$ cat src/rtl/serial_add_ctrl.sv
// Bit-serial adder controller: two half-adder cells plus a carry flop, LSB-first.
// Optional carry-in port enabled by defining SERIAL_ADD_CIN_EN.
module serial_add_ctrl #(
  parameter int WIDTH = 8
) (
  input  logic             clk,
  input  logic             rst_n,
  input  logic             start,
  input  logic [WIDTH-1:0] a,
  input  logic [WIDTH-1:0] b,
`ifdef SERIAL_ADD_CIN_EN
  input  logic             cin,
`endif
  output logic             busy,
  output logic             done,
  output logic [WIDTH-1:0] sum,
  output logic             cout
);

  localparam int CW = (WIDTH > 1) ? $clog2(WIDTH) : 1;

  typedef enum logic [1:0] {
    IDLE = 2'd0,
    RUN  = 2'd1,
    DONE = 2'd2
  } state_t;

  state_t           state_q, state_d;
  logic [WIDTH-1:0] sa_q, sa_d, sb_q, sb_d, r_q, r_d, sum_q, sum_d;
  logic             c_q, c_d, cout_q, cout_d;
  logic [CW-1:0]    cnt_q, cnt_d;

  logic             accept, lastBit;
  logic             s1, c1, s, c2, cinLoad;
  logic [WIDTH:0]   rShift;

`ifdef SERIAL_ADD_CIN_EN
  assign cinLoad = cin;
`else
  assign cinLoad = 1'b0;
`endif

  assign accept  = start && (state_q != RUN);
  assign lastBit = (cnt_q == CW'(WIDTH - 1));

  assign s1 = sa_q[0] ^ sb_q[0];
  assign c1 = sa_q[0] & sb_q[0];
  assign s  = s1 ^ c_q;
  assign c2 = s1 & c_q;
  // Wide shift keeps the WIDTH=1 case free of reversed part-selects.
  assign rShift = {s, r_q} >> 1;

  always_ff @(posedge clk or negedge rst_n) begin
    if (!rst_n) begin
      state_q <= IDLE;
    end else begin
      state_q <= state_d;
    end
  end

  always_comb begin
    state_d = state_q;
    unique case (state_q)
      IDLE:    if (start) state_d = RUN;
      RUN:     if (lastBit) state_d = DONE;
      DONE:    state_d = start ? RUN : IDLE;
      default: state_d = IDLE;
    endcase
  end

  always_comb begin
    busy = (state_q == RUN);
    done = (state_q == DONE);
    sum  = sum_q;
    cout = cout_q;
  end

  always_comb begin
    sa_d   = sa_q;
    sb_d   = sb_q;
    r_d    = r_q;
    c_d    = c_q;
    cnt_d  = cnt_q;
    sum_d  = sum_q;
    cout_d = cout_q;
    if (accept) begin
      sa_d  = a;
      sb_d  = b;
      c_d   = cinLoad;
      cnt_d = '0;
    end else if (state_q == RUN) begin
      sa_d  = sa_q >> 1;
      sb_d  = sb_q >> 1;
      r_d   = rShift[WIDTH-1:0];
      c_d   = c1 | c2;
      cnt_d = cnt_q + CW'(1);
      if (lastBit) begin
        sum_d  = rShift[WIDTH-1:0];
        cout_d = c1 | c2;
      end
    end
  end

  always_ff @(posedge clk or negedge rst_n) begin
    if (!rst_n) begin
      sa_q   <= '0;
      sb_q   <= '0;
      r_q    <= '0;
      c_q    <= 1'b0;
      cnt_q  <= '0;
      sum_q  <= '0;
      cout_q <= 1'b0;
    end else begin
      sa_q   <= sa_d;
      sb_q   <= sb_d;
      r_q    <= r_d;
      c_q    <= c_d;
      cnt_q  <= cnt_d;
      sum_q  <= sum_d;
      cout_q <= cout_d;
    end
  end

endmodule

$ cat config.mk
export PLATFORM = sky130hd
export DESIGN_NAME = serial_add_ctrl
export DESIGN_NICKNAME = d
export VERILOG_FILES = /design/src/rtl/serial_add_ctrl.sv
export SDC_FILE = /design/constraint.sdc
export NUM_CORES = 1
export LEC_CHECK = 0
export ABC_AREA = 0
export CAP_MARGIN = 10
export CORE_MARGIN = 2
export CORE_UTILIZATION = 38
export DETAILED_ROUTE_END_ITERATION = 6
export GPL_TIMING_DRIVEN = 0
export SETUP_SLACK_MARGIN = 0.05
export SLEW_MARGIN = 10
export SYNTH_ARGS = -nofsm -noshare
export SYNTH_HDL_FRONTEND = slang
export SYNTH_SLANG_ARGS = --single-unit
$ cat constraint.sdc
create_clock -name clk -period 1.65 [get_ports clk]
set_input_delay 0.2475 -clock clk [delete_from_list [all_inputs] [get_ports clk]]
set_output_delay 0.2475 -clock clk [all_outputs]
set_load 0.005 [all_outputs]
# ---- Yosys cells after proc, flatten, opt, wreduce, memory -nomap -nowiden
# Index checks and enable logic that the tools add are counted.
dict set report totals {
  regBits 39
  out_inout_bits 11
  inputBits 19
  wordCells 39
}
dict set report classes {
  reduce_logical 6
  add_sub_neg 1
  bitwise 6
  mux 12
  n_eq_ne 6
}
# operator count
set op_table {}
lappend op_table {{2-to-1 mux 8 bit} 4}
lappend op_table {{2-to-1 mux 3 bit} 2}
lappend op_table {{case mux 2 bit (3 select lines)} 1}
lappend op_table {{2-to-1 mux 2 bit} 2}
lappend op_table {{!= test 2 x 1 -> 1 bit, second input constant} 2}
lappend op_table {{AND reduction 2 bit} 2}
lappend op_table {{adder 3 x 1 -> 3 bit, second input constant} 1}
lappend op_table {{equality test 3 bit, second input constant} 1}
lappend op_table {{2-to-1 mux 1 bit} 3}
lappend op_table {{AND reduction 3 bit} 1}
lappend op_table {{AND 1 bit} 2}
lappend op_table {{equality test 2 x 1 -> 1 bit, second input constant} 1}
lappend op_table {{equality test 2 bit, second input constant} 1}
lappend op_table {{logical NOT 2 bit} 1}
lappend op_table {{!= test 2 bit, second input constant} 1}
lappend op_table {{nonzero test 2 bit} 1}
lappend op_table {{bitwise XOR 1 bit} 2}
lappend op_table {{logical AND 1 bit} 1}
lappend op_table {{inverter 1 bit} 1}
lappend op_table {{OR 1 bit} 1}

# ---- Longest topological paths before layout
# Gate-level depths: netlist (run 1).
dict set report depth {
  word_depth 5
  depth_mapped 5
}

# ---- Least setup slack after synthesis (run 1)
# Ideal clock, no wire load.
dict set report synth_path {
  kind {flip-flop to flip-flop}
  from {register cnt_q[0]}
  to {register cout_q, in the netlist cout}
  required_ns 1.525
  path_buffers 1
  path_stages_with_launch 6
  arrival_time_ns 1.350
  setup_ns 0.125
  slack_ns 0.175
  path_cell_list {dfrtp_1 ha_1 ha_1 nand3b_1 buf_2 mux2_2}
}
dict set report synth_between {
  elab_chain_cells 2
}
# item line_no
set synth_lines {}
lappend synth_lines {{from (decl)} 31} ;# logic [CW-1:0] cnt_q, cnt_d;
lappend synth_lines {{from (signal assigned)} 118} ;# cnt_q <= cnt_d;
lappend synth_lines {{equality test 3 bit} 44} ;# assign lastBit = (cnt_q == CW'(WIDTH - 1));
lappend synth_lines {{AND reduction 3 bit (no source line)} -}
lappend synth_lines {{to (signal assigned)} 120} ;# cout_q <= cout_d;
lappend synth_lines {{to (decl)} 30} ;# logic c_q, c_d, cout_q, cout_d;
# Every way passes these cells.
# A chain may end at the register's enable or synchronous reset.

# ---- Worst setup path in the final report (run 1)
# Same ends and word-level chain as after synthesis.

==> results of run 1 <==
-- state kept, by name, indices dropped and copies added (netlist names) --
register	flops
c_q	1
sa_q	8
cnt_q	3
sb_q	8
r_q	7
sum	8
state_q	2
cout	1
-- timing repair --
item | 4_1_cts | 5_1_grt
cloned | 0 | 1
gates resized for setup | 4 | 7
hold buffers | 1 | 0
endpoints found under the hold margin | 8 | 0
endpoints found under the setup margin | 11 | 10
buffers inserted | 0 | 1
-- cells in the final DEF, fill, tap and decap left out --
master           Yosys  final
nor2b_1              4      4
buf_6                5      7
dfrtp_1             38     38
dlygate4sd2_1        0      2
inv_4                0      1
inv_1                3      2
mux2i_1              3      3
buf_4                0      1
dlygate4sd3_1        0      1
nand2b_1             2      2
mux2_4              31     31
buf_12               0      1
nor2_1               2      2
mux2_2              16     16
nand3b_1             1      1
o22ai_1              1      1
buf_2                1      1
clkbuf_8             0      6
bufinv_16            0      2
ha_2                 0      2
clkdlybuf4s50_1      0     26
fa_1                 1      1
-- stage by stage --
step | util | setup WS, ps | area, um2
CTS | 0.500 | 73.1 | 2330
detailed placement | 0.467 | -43.5 | 2180
global placement | 0.464 | -530 | 2160
global route | 0.506 | 52.8 | 2360
floorplan | - | 175 | 1800
finish | 0.506 | 129 | 2360
-- report_power, final --
part           leakage [nW]  internal [mW]  switching, mW
combinational         0.572           1.20          0.554
clock                0.0714          0.645          0.326
sequential            0.473           1.36          0.254
-- final cells by class --
class	count	share of cell area
Timing Repair Buffer	33	0.141
Tap cell	54	0.0286
Clock inverter	2	0.0255
Buffer	6	0.0286
Clock buffer	6	0.0350
Inverter	3	0.00584
Multi-Input combinational cell	63	0.333
Sequential cell	38	0.403
-- cells by family (layout without fill, tap and decap cells) --
logic type,count (synthesis),count (layout),share of synthesized area
compound gates,1,1,0.00347
fa+ha+maj,3,3,0.0250
buf+inv,9,50,0.0402
flops,38,38,0.527
mux,50,50,0.375
simple gates,9,9,0.0291
-- path summary, 6_finish.rpt --
check	start	to	slack (ps)	cells after the start
min in group clk	cnt_q[0]	cnt_q[0]	490	1
setup reg to reg	cnt_q[0]	cout	130	5
max in group asynchronous	rst_n	sb_q[1]	870	3
setup / recovery	cnt_q[0]	cout	130	5
hold reg to reg	cnt_q[0]	cnt_q[0]	490	1
hold / removal	rst_n	sa_q[3]	340	2
-- critical path, stage by stage, from the launching register on --
cell and delay, ps:
dfrtp_1 400, ha_2 190, ha_2 170, nand3b_1 150
buf_6 160, mux2_2 330
-- routing by layer --
layer  wire (um)  vias up  global-route usage
li1            -      456                   -
met1        1550      479               0.181
met2        1430       23               0.195
met3         174        7              0.0539
met4          52        0              0.0494
met5           0        -                   0
==> flow_summary.ini, run 1 <==
[sta]
setup_violations = 0
rsz0062_at_grt = false
fin_setup_tns_ps = 0
maxSlewViolCount = 0
post-route-period-util = 0.922
max_freq_ghz = 0.658
skew_ps = 6.20
finalHoldViolations = 0
whs_ps = 344
min_period_ps = 1520
worstMarginPinSlew_ps = 248
relSlewSlack = 0.834

[synthesis]
ys_ff_latch = 38
synth_cell_types = 14
ys_top_cells_by_count = dfrtp_1, mux2_4, mux2_2
syn_avg_cell_area_um2 = 16.4
postSynthCellCount = 110
ys_warn_count = 0
synth-seq-area-share = 0.527
synth.top_cell.area_share = 0.527
synth.area.top_cells = dfrtp_1, mux2_4, mux2_2
yosys_most_used_dff = dfrtp_1
synth_edf_count = 0
yosysMostFrequentCell = dfrtp_1
syn_nets = 132
synthArstFlopShare = 1.00
mappedNetlistArea_um2 = 1800
synth_area_leader_cell = dfrtp_1

[setup_path]
crit_type = flop to flop
crit_path_end_kind = flop
cp_max_fo = 5
start_kind = flop
critPathRequiredTime_ps = 1820
worst_ep_arrival_time_ps = 1690

[status]
outcome = completed

[power]
powerDensity_nw_per_um2 = 1840
peakVddDrop_mv = 0.745
total_power_mw = 4.35
leakage_nw = 1.12

[place]
post-place-cells = 194
place.gp.congestion = 0.692
numPortBuffers = 29
dp_hpwl_um = 2150

[cells_and_area]
seq_area_um2 = 951
layoutNonFillerInstCount = 205
num-nets-final = 172
syn_to_final_growth_pct = 30.8
drive_gt1_frac = 0.450
multi_input_area_um2 = 785
fill_cells = 400
n_antenna_cell = 0

[floorplanning]
die_h_um = 72.9
dieArea_um2 = 5310
fp-row-count = 25
ioPinCount = 30
die_x_um = 72.9
initial_core_util = 0.387
core_area_um2 = 4660

[clock_network]
path_clk_slew_ps = 80
cts_sinks = 38
numCtsBuffers = 5
root_buffer = clkbuf_8
insertion_delay_ps = 290
htree_levels = 2
cts_tree = done
cts.path.max_buffers = 2

[grt]
grt_max_degree = 31
grt_overflow_total = 0
antenna_found_initial = 0
grt_pass1_wl_um = 5280
grt_use_total = 0.134
grt_pass1_vias = 1066

[detailed_routing]
drcViolationCount = 0
drtIter0Drc = 35
antenna_left = 0
num_vias = 965
routed_wl_um = 3200
vias_per_cell = 4.71
first_pass_iters = 3
wl_per_cell_um = 15.6

[min_path]
worstHoldPathType = input pin to asynchronous set/reset pin

[flow_run]
max_cap_violations = 0
(Power assumes the default switching activity.)
==> run 2, diff against run 1 <==
--- a/config.mk
+++ b/config.mk
@@ -11,6 +11,7 @@
 export CORE_UTILIZATION = 38
 export DETAILED_ROUTE_END_ITERATION = 6
 export GPL_TIMING_DRIVEN = 0
+export REMOVE_ABC_BUFFERS = 1
 export SETUP_SLACK_MARGIN = 0.05
 export SLEW_MARGIN = 10
 export SYNTH_ARGS = -nofsm -noshare
==> run 2 against run 1 <==
Net effect: critical path depth unchanged; non-clock buffer count down 4; worst hold slack worse by 7.3 ps; clock power down 33%; register-to-register slack about the same; core utilization down 2.0 points.
==> flow_summary.ini, run 2 (same netlist as run 1, synthesis figures left out) <==
[cells_and_area]
num-nets-final = 169
drive_gt1_frac = 0.446
seq_area_um2 = 952
fin_util = 0.486
final_cell_mix = dfrtp_1, mux2_4, clkdlybuf4s50_1
multi_input_area_um2 = 798
n_antenna_cell = 0
layoutNonFillerInstCount = 202
fill_cells = 403
layout_commonest_cell = dfrtp_1
finish.instance_area_um2 = 2260
syn_to_final_growth_pct = 25.6

[clock_network]
insertion_delay_ps = 290
htree_levels = 2
cts.path.max_buffers = 2
cts_sinks = 38
cts_tree = done
root_buffer = clkbuf_8
path_clk_slew_ps = 70
numCtsBuffers = 5

[power]
peakVddDrop_mv = 0.541
leakage_nw = 1.07
p_sw_frac = 0.282
internal_power_mw = 2.86
seqPwrFrac = 0.408
clkPwrFrac = 0.163
powerDensity_nw_per_um2 = 1760
p_sw_mw = 1.12
total_power_mw = 3.98
power_frac_comb = 0.429

[grt]
grt_max_degree = 32
grt_pass1_vias = 1094
grt_pass1_wl_um = 5200
antenna_found_initial = 0
grt_overflow_total = 0
grt_use_total = 0.131

[detailed_routing]
antenna_left = 0
routed_wl_um = 3070
drcViolationCount = 0
vias_per_cell = 4.84
first_pass_iters = 3
drtIter0Drc = 42
num_vias = 977
wl_per_cell_um = 15.2

[min_path]
worstHoldPathType = input pin to asynchronous set/reset pin

[sta]
max_freq_ghz = 0.659
rsz0062_at_grt = true
relSlewSlack = 0.555
whs_ps = 337
worstMarginPinSlew_ps = 667
post-route-period-util = 0.920
setup_violations = 0
skew_ps = 3.87
min_period_ps = 1520
finalHoldViolations = 0
worst_slack_ps = 132
maxSlewViolCount = 0
fin_setup_tns_ps = 0

[place]
place.gp.congestion = 0.654
post-place-cells = 188
placed_area_um2 = 2120
dp_hpwl_um = 1960
numPortBuffers = 29
pre_cts_slack_ps = -692

[floorplanning]
dieArea_um2 = 5310
core_area_um2 = 4660
ioPinCount = 30
fp-row-count = 25
die_h_um = 72.9
initial_core_util = 0.387
die_x_um = 72.9

[setup_path]
critPathRequiredTime_ps = 1820
start_kind = flop
crit_path_end_kind = flop
crit_type = flop to flop
cp_max_fo = 5
worst_ep_arrival_time_ps = 1690

[flow_run]
max_cap_violations = 0

[status]
outcome = completed
[run 2: changes by cell type in the layout (fill, tap and decap cells not counted), sizes merged]
cell	before	now
buf	10	6
clkdlybuf4s50	26	25
clkbuf	6	7
clkinv	0	1
bufinv	2	0
nand2b	2	3
clkdlybuf4s15	0	1
[run 2: final timing paths]
kind	cells after the start	endpoint	from	slack (ps)
max	5	sum[0]	cnt_q[0]	130
min	2	cnt_q[1]	rst_n	340
max reg2reg	5	sum[0]	cnt_q[0]	130
min reg2reg	1	cnt_q[0]	cnt_q[0]	500
max in group asynchronous	3	state_q[0]	rst_n	890
min in group clk	1	cnt_q[0]	cnt_q[0]	500
[run 2: cell type report]
cell class | instances | share of cell area
sequential | 38 | 0.420
multi-input combinational | 64 | 0.352
timing repair buffer | 35 | 0.152
clock buffer | 7 | 0.0381
inverter | 3 | 0.00497
tap | 54 | 0.0298
clock inverter | 1 | 0.00221
[run 2: repair_timing]
item / in CTS / in global routing
hold buffers: 1 / 0
cloned: 1 / 0
setup endpoints to repair: 34 / 5
gates resized for setup: 9 / 0
buffers inserted: 4 / 0
hold endpoints to repair: 7 / 0
pin swaps: 0 / 0
[run 2: metal layers]
metal  vias to the layer above  routed length, um  track usage
met5                         -                  0            0
li1                        454                  -            -
met2                        13               1540        0.220
met3                         7                 91       0.0373
met4                         0                 70       0.0617
met1                       503               1360        0.153
[run 2: power by group through the flow]
| stage | logic [mW] | clock network, mW | registers [mW] |
|---|---|---|---|
| floorplan | 1.18 | 0 | 1.58 |
| global placement | 1.65 | 0 | 1.61 |
| detailed placement | 1.67 | 0 | 1.64 |
| CTS | 1.73 | 0.678 | 1.63 |
| global route | 1.84 | 0.713 | 1.68 |
| finish | 1.71 | 0.647 | 1.62 |
[run 2: critical path: stages (launching register included)]
cell and delay (ps):
dfrtp_1 400, ha_1 210, ha_1 190, nand3b_1 110, buf_4 160, mux2_2 330
==> run 3, diff against run 2 <==
==> constraint.sdc (replaced) <==
create_clock -name clk -period 1.4 [get_ports clk]
set_input_delay 0.21 -clock clk [delete_from_list [all_inputs] [get_ports clk]]
set_output_delay 0.21 -clock clk [all_outputs]
set_load 0.005 [all_outputs]
==> run 3 against run 2 <==
Net effect: highest routed layer unchanged; wire length increased by 5.9%; cell count increased by 3.5%; maximum frequency increased by 4.8%; first-iteration DRC count increased by 50%; clock power increased by 18%; setup slack got worse by 180 ps; sequential power increased by 19%; design area increased by 4.8%; non-clock buffer count increased by 7; sequential cell count unchanged; total power increased by 24%; the run now ends with negative setup slack left; largest power group unchanged; clock skew increased by 0.78 ps.
==> flow_summary.ini, run 3 (same netlist as run 1, synthesis figures left out) <==
[min_path]
worstHoldPathType = input pin to asynchronous set/reset pin

[sta]
relSlewSlack = 0.581
setup_violations = 9
whs_ps = 299
worstMarginPinSlew_ps = 628
max_freq_ghz = 0.690
skew_ps = 4.65
maxSlewViolCount = 0
worst_slack_ps = -49.1
post-route-period-util = 1.04
rsz0062_at_grt = true
min_period_ps = 1450
finalHoldViolations = 0
fin_setup_tns_ps = -382

[cells_and_area]
fin_util = 0.509
final_cell_mix = mux2_4, dfrtp_1, clkdlybuf4s50_1
drive_gt1_frac = 0.490
syn_to_final_growth_pct = 31.6
n_antenna_cell = 0
num-nets-final = 176
layout_commonest_cell = mux2_4

[flow_run]
max_cap_violations = 0

[clock_network]
insertion_delay_ps = 290
path_clk_slew_ps = 70
root_buffer = clkbuf_8
cts_tree = done
cts.path.max_buffers = 2
htree_levels = 2
cts_sinks = 38
numCtsBuffers = 5

[setup_path]
path_cells = ha_2 -> ha_4 -> nand3b_1 -> buf_6 -> mux2_4
crit_path_end_kind = flop
critPathRequiredTime_ps = 1570
worst_ep_arrival_time_ps = 1620
cp_slowest_stage_delay_ps = 390
cp_max_fo = 5
start_kind = flop
crit_slowest_cell = dfrtp_1
crit_type = flop to flop

[grt]
grt_max_degree = 32
grt_pass1_vias = 1097
grt_pass1_wl_um = 5510
antenna_found_initial = 0
grt_overflow_total = 0
grt_use_total = 0.138

[detailed_routing]
antenna_left = 0
vias_per_cell = 4.83
routed_wl_um = 3250
drtIter0Drc = 63
first_pass_iters = 3
wl_per_cell_um = 15.6
num_vias = 1009
drcViolationCount = 0

[floorplanning]
ioPinCount = 30
fp-row-count = 25
initial_core_util = 0.387
dieArea_um2 = 5310
die_h_um = 72.9
core_area_um2 = 4660
die_x_um = 72.9

[power]
p_sw_frac = 0.285
clkPwrFrac = 0.155
powerDensity_nw_per_um2 = 2070
power_frac_comb = 0.455
p_sw_mw = 1.40
seqPwrFrac = 0.390
leakage_nw = 1.19
internal_power_mw = 3.52
peakVddDrop_mv = 0.714

[status]
outcome = complete, but fails checks
violations = negative setup slack

[place]
pre_cts_slack_ps = -904
dp_hpwl_um = 1960
numPortBuffers = 29
place.gp.congestion = 0.654
## run 3: changes by cell type in the layout (fill, tap and decap cells not counted), moves of 2 or more
cell,delta
mux2_2,-9
mux2_4,+9
buf_6,+4
dlygate4sd2_1,+7
clkdlybuf4s50_1,-9
buf_4,+3
ha_1,-2
## run 3: critical path: cells and delay by family, from the launching register on
kind,cells,cell delay [ps]
AND/OR/NAND/NOR,1,140
adder cells (fa/ha/maj),2,340
buffers and inverters,1,160
flip-flops,1,390
multiplexers,1,300
## run 3: through the flow
| step | total power [mW] | instance area [um2] | instances |
|---|---|---|---|
| finish | 4.92 | 2370 | 209 |
| global route | 5.22 | 2370 | 209 |
| CTS | 4.97 | 2370 | 208 |
| detailed placement | 3.90 | 2120 | 188 |
| global placement | 3.84 | 2100 | 187 |
| floorplan | 3.25 | 1740 | 104 |
## run 3: timing repair
item / CTS / global route
cloned: 1 / 0
resized for setup: 35 / 3
pin swaps: 1 / 1
buffers inserted: 10 / 1
endpoints found under the hold margin: 7 / 0
endpoints found under the setup margin: 48 / 13
hold buffers: 1 / 0
## run 3: layer usage
layer / global-route usage / up-vias / wire (um)
met5: 0 / - / 0
met4: 0.0617 / 0 / 70
met3: 0.0373 / 7 / 99
met2: 0.224 / 13 / 1590
met1: 0.173 / 519 / 1490
li1: - / 470 / -
## run 3: power groups by stage
stage	Clock, mW	Sequential (mW)	Combinational (mW)
after floorplan	0	1.86	1.39
after global placement	0	1.90	1.94
after detailed placement	0	1.94	1.96
after CTS	0.800	1.92	2.25
after global routing	0.841	1.98	2.40
final	0.761	1.92	2.24
## run 3: final timing paths
path / start / endpoint / slack (ps) / cells after the start
setup / recovery: cnt_q[0] / sum[0] / -50 / 5
hold / removal: rst_n / cnt_q[0] / 300 / 2
setup reg to reg: cnt_q[0] / sum[0] / -50 / 5
hold reg to reg: sb_q[7] / sb_q[6] / 510 / 1
max in group asynchronous: rst_n / state_q[0] / 670 / 3
min in group clk: sb_q[7] / sb_q[6] / 510 / 1
## run 3: cell type report
cell class	instances	area [um2]
clock buffers	7	86.3
inverters	3	11.3
fillers	392	2290
multi-input cells	64	852
well taps	54	67.6
clock inverters	1	5.00
repair buffers	42	399
flip-flops and latches	38	952
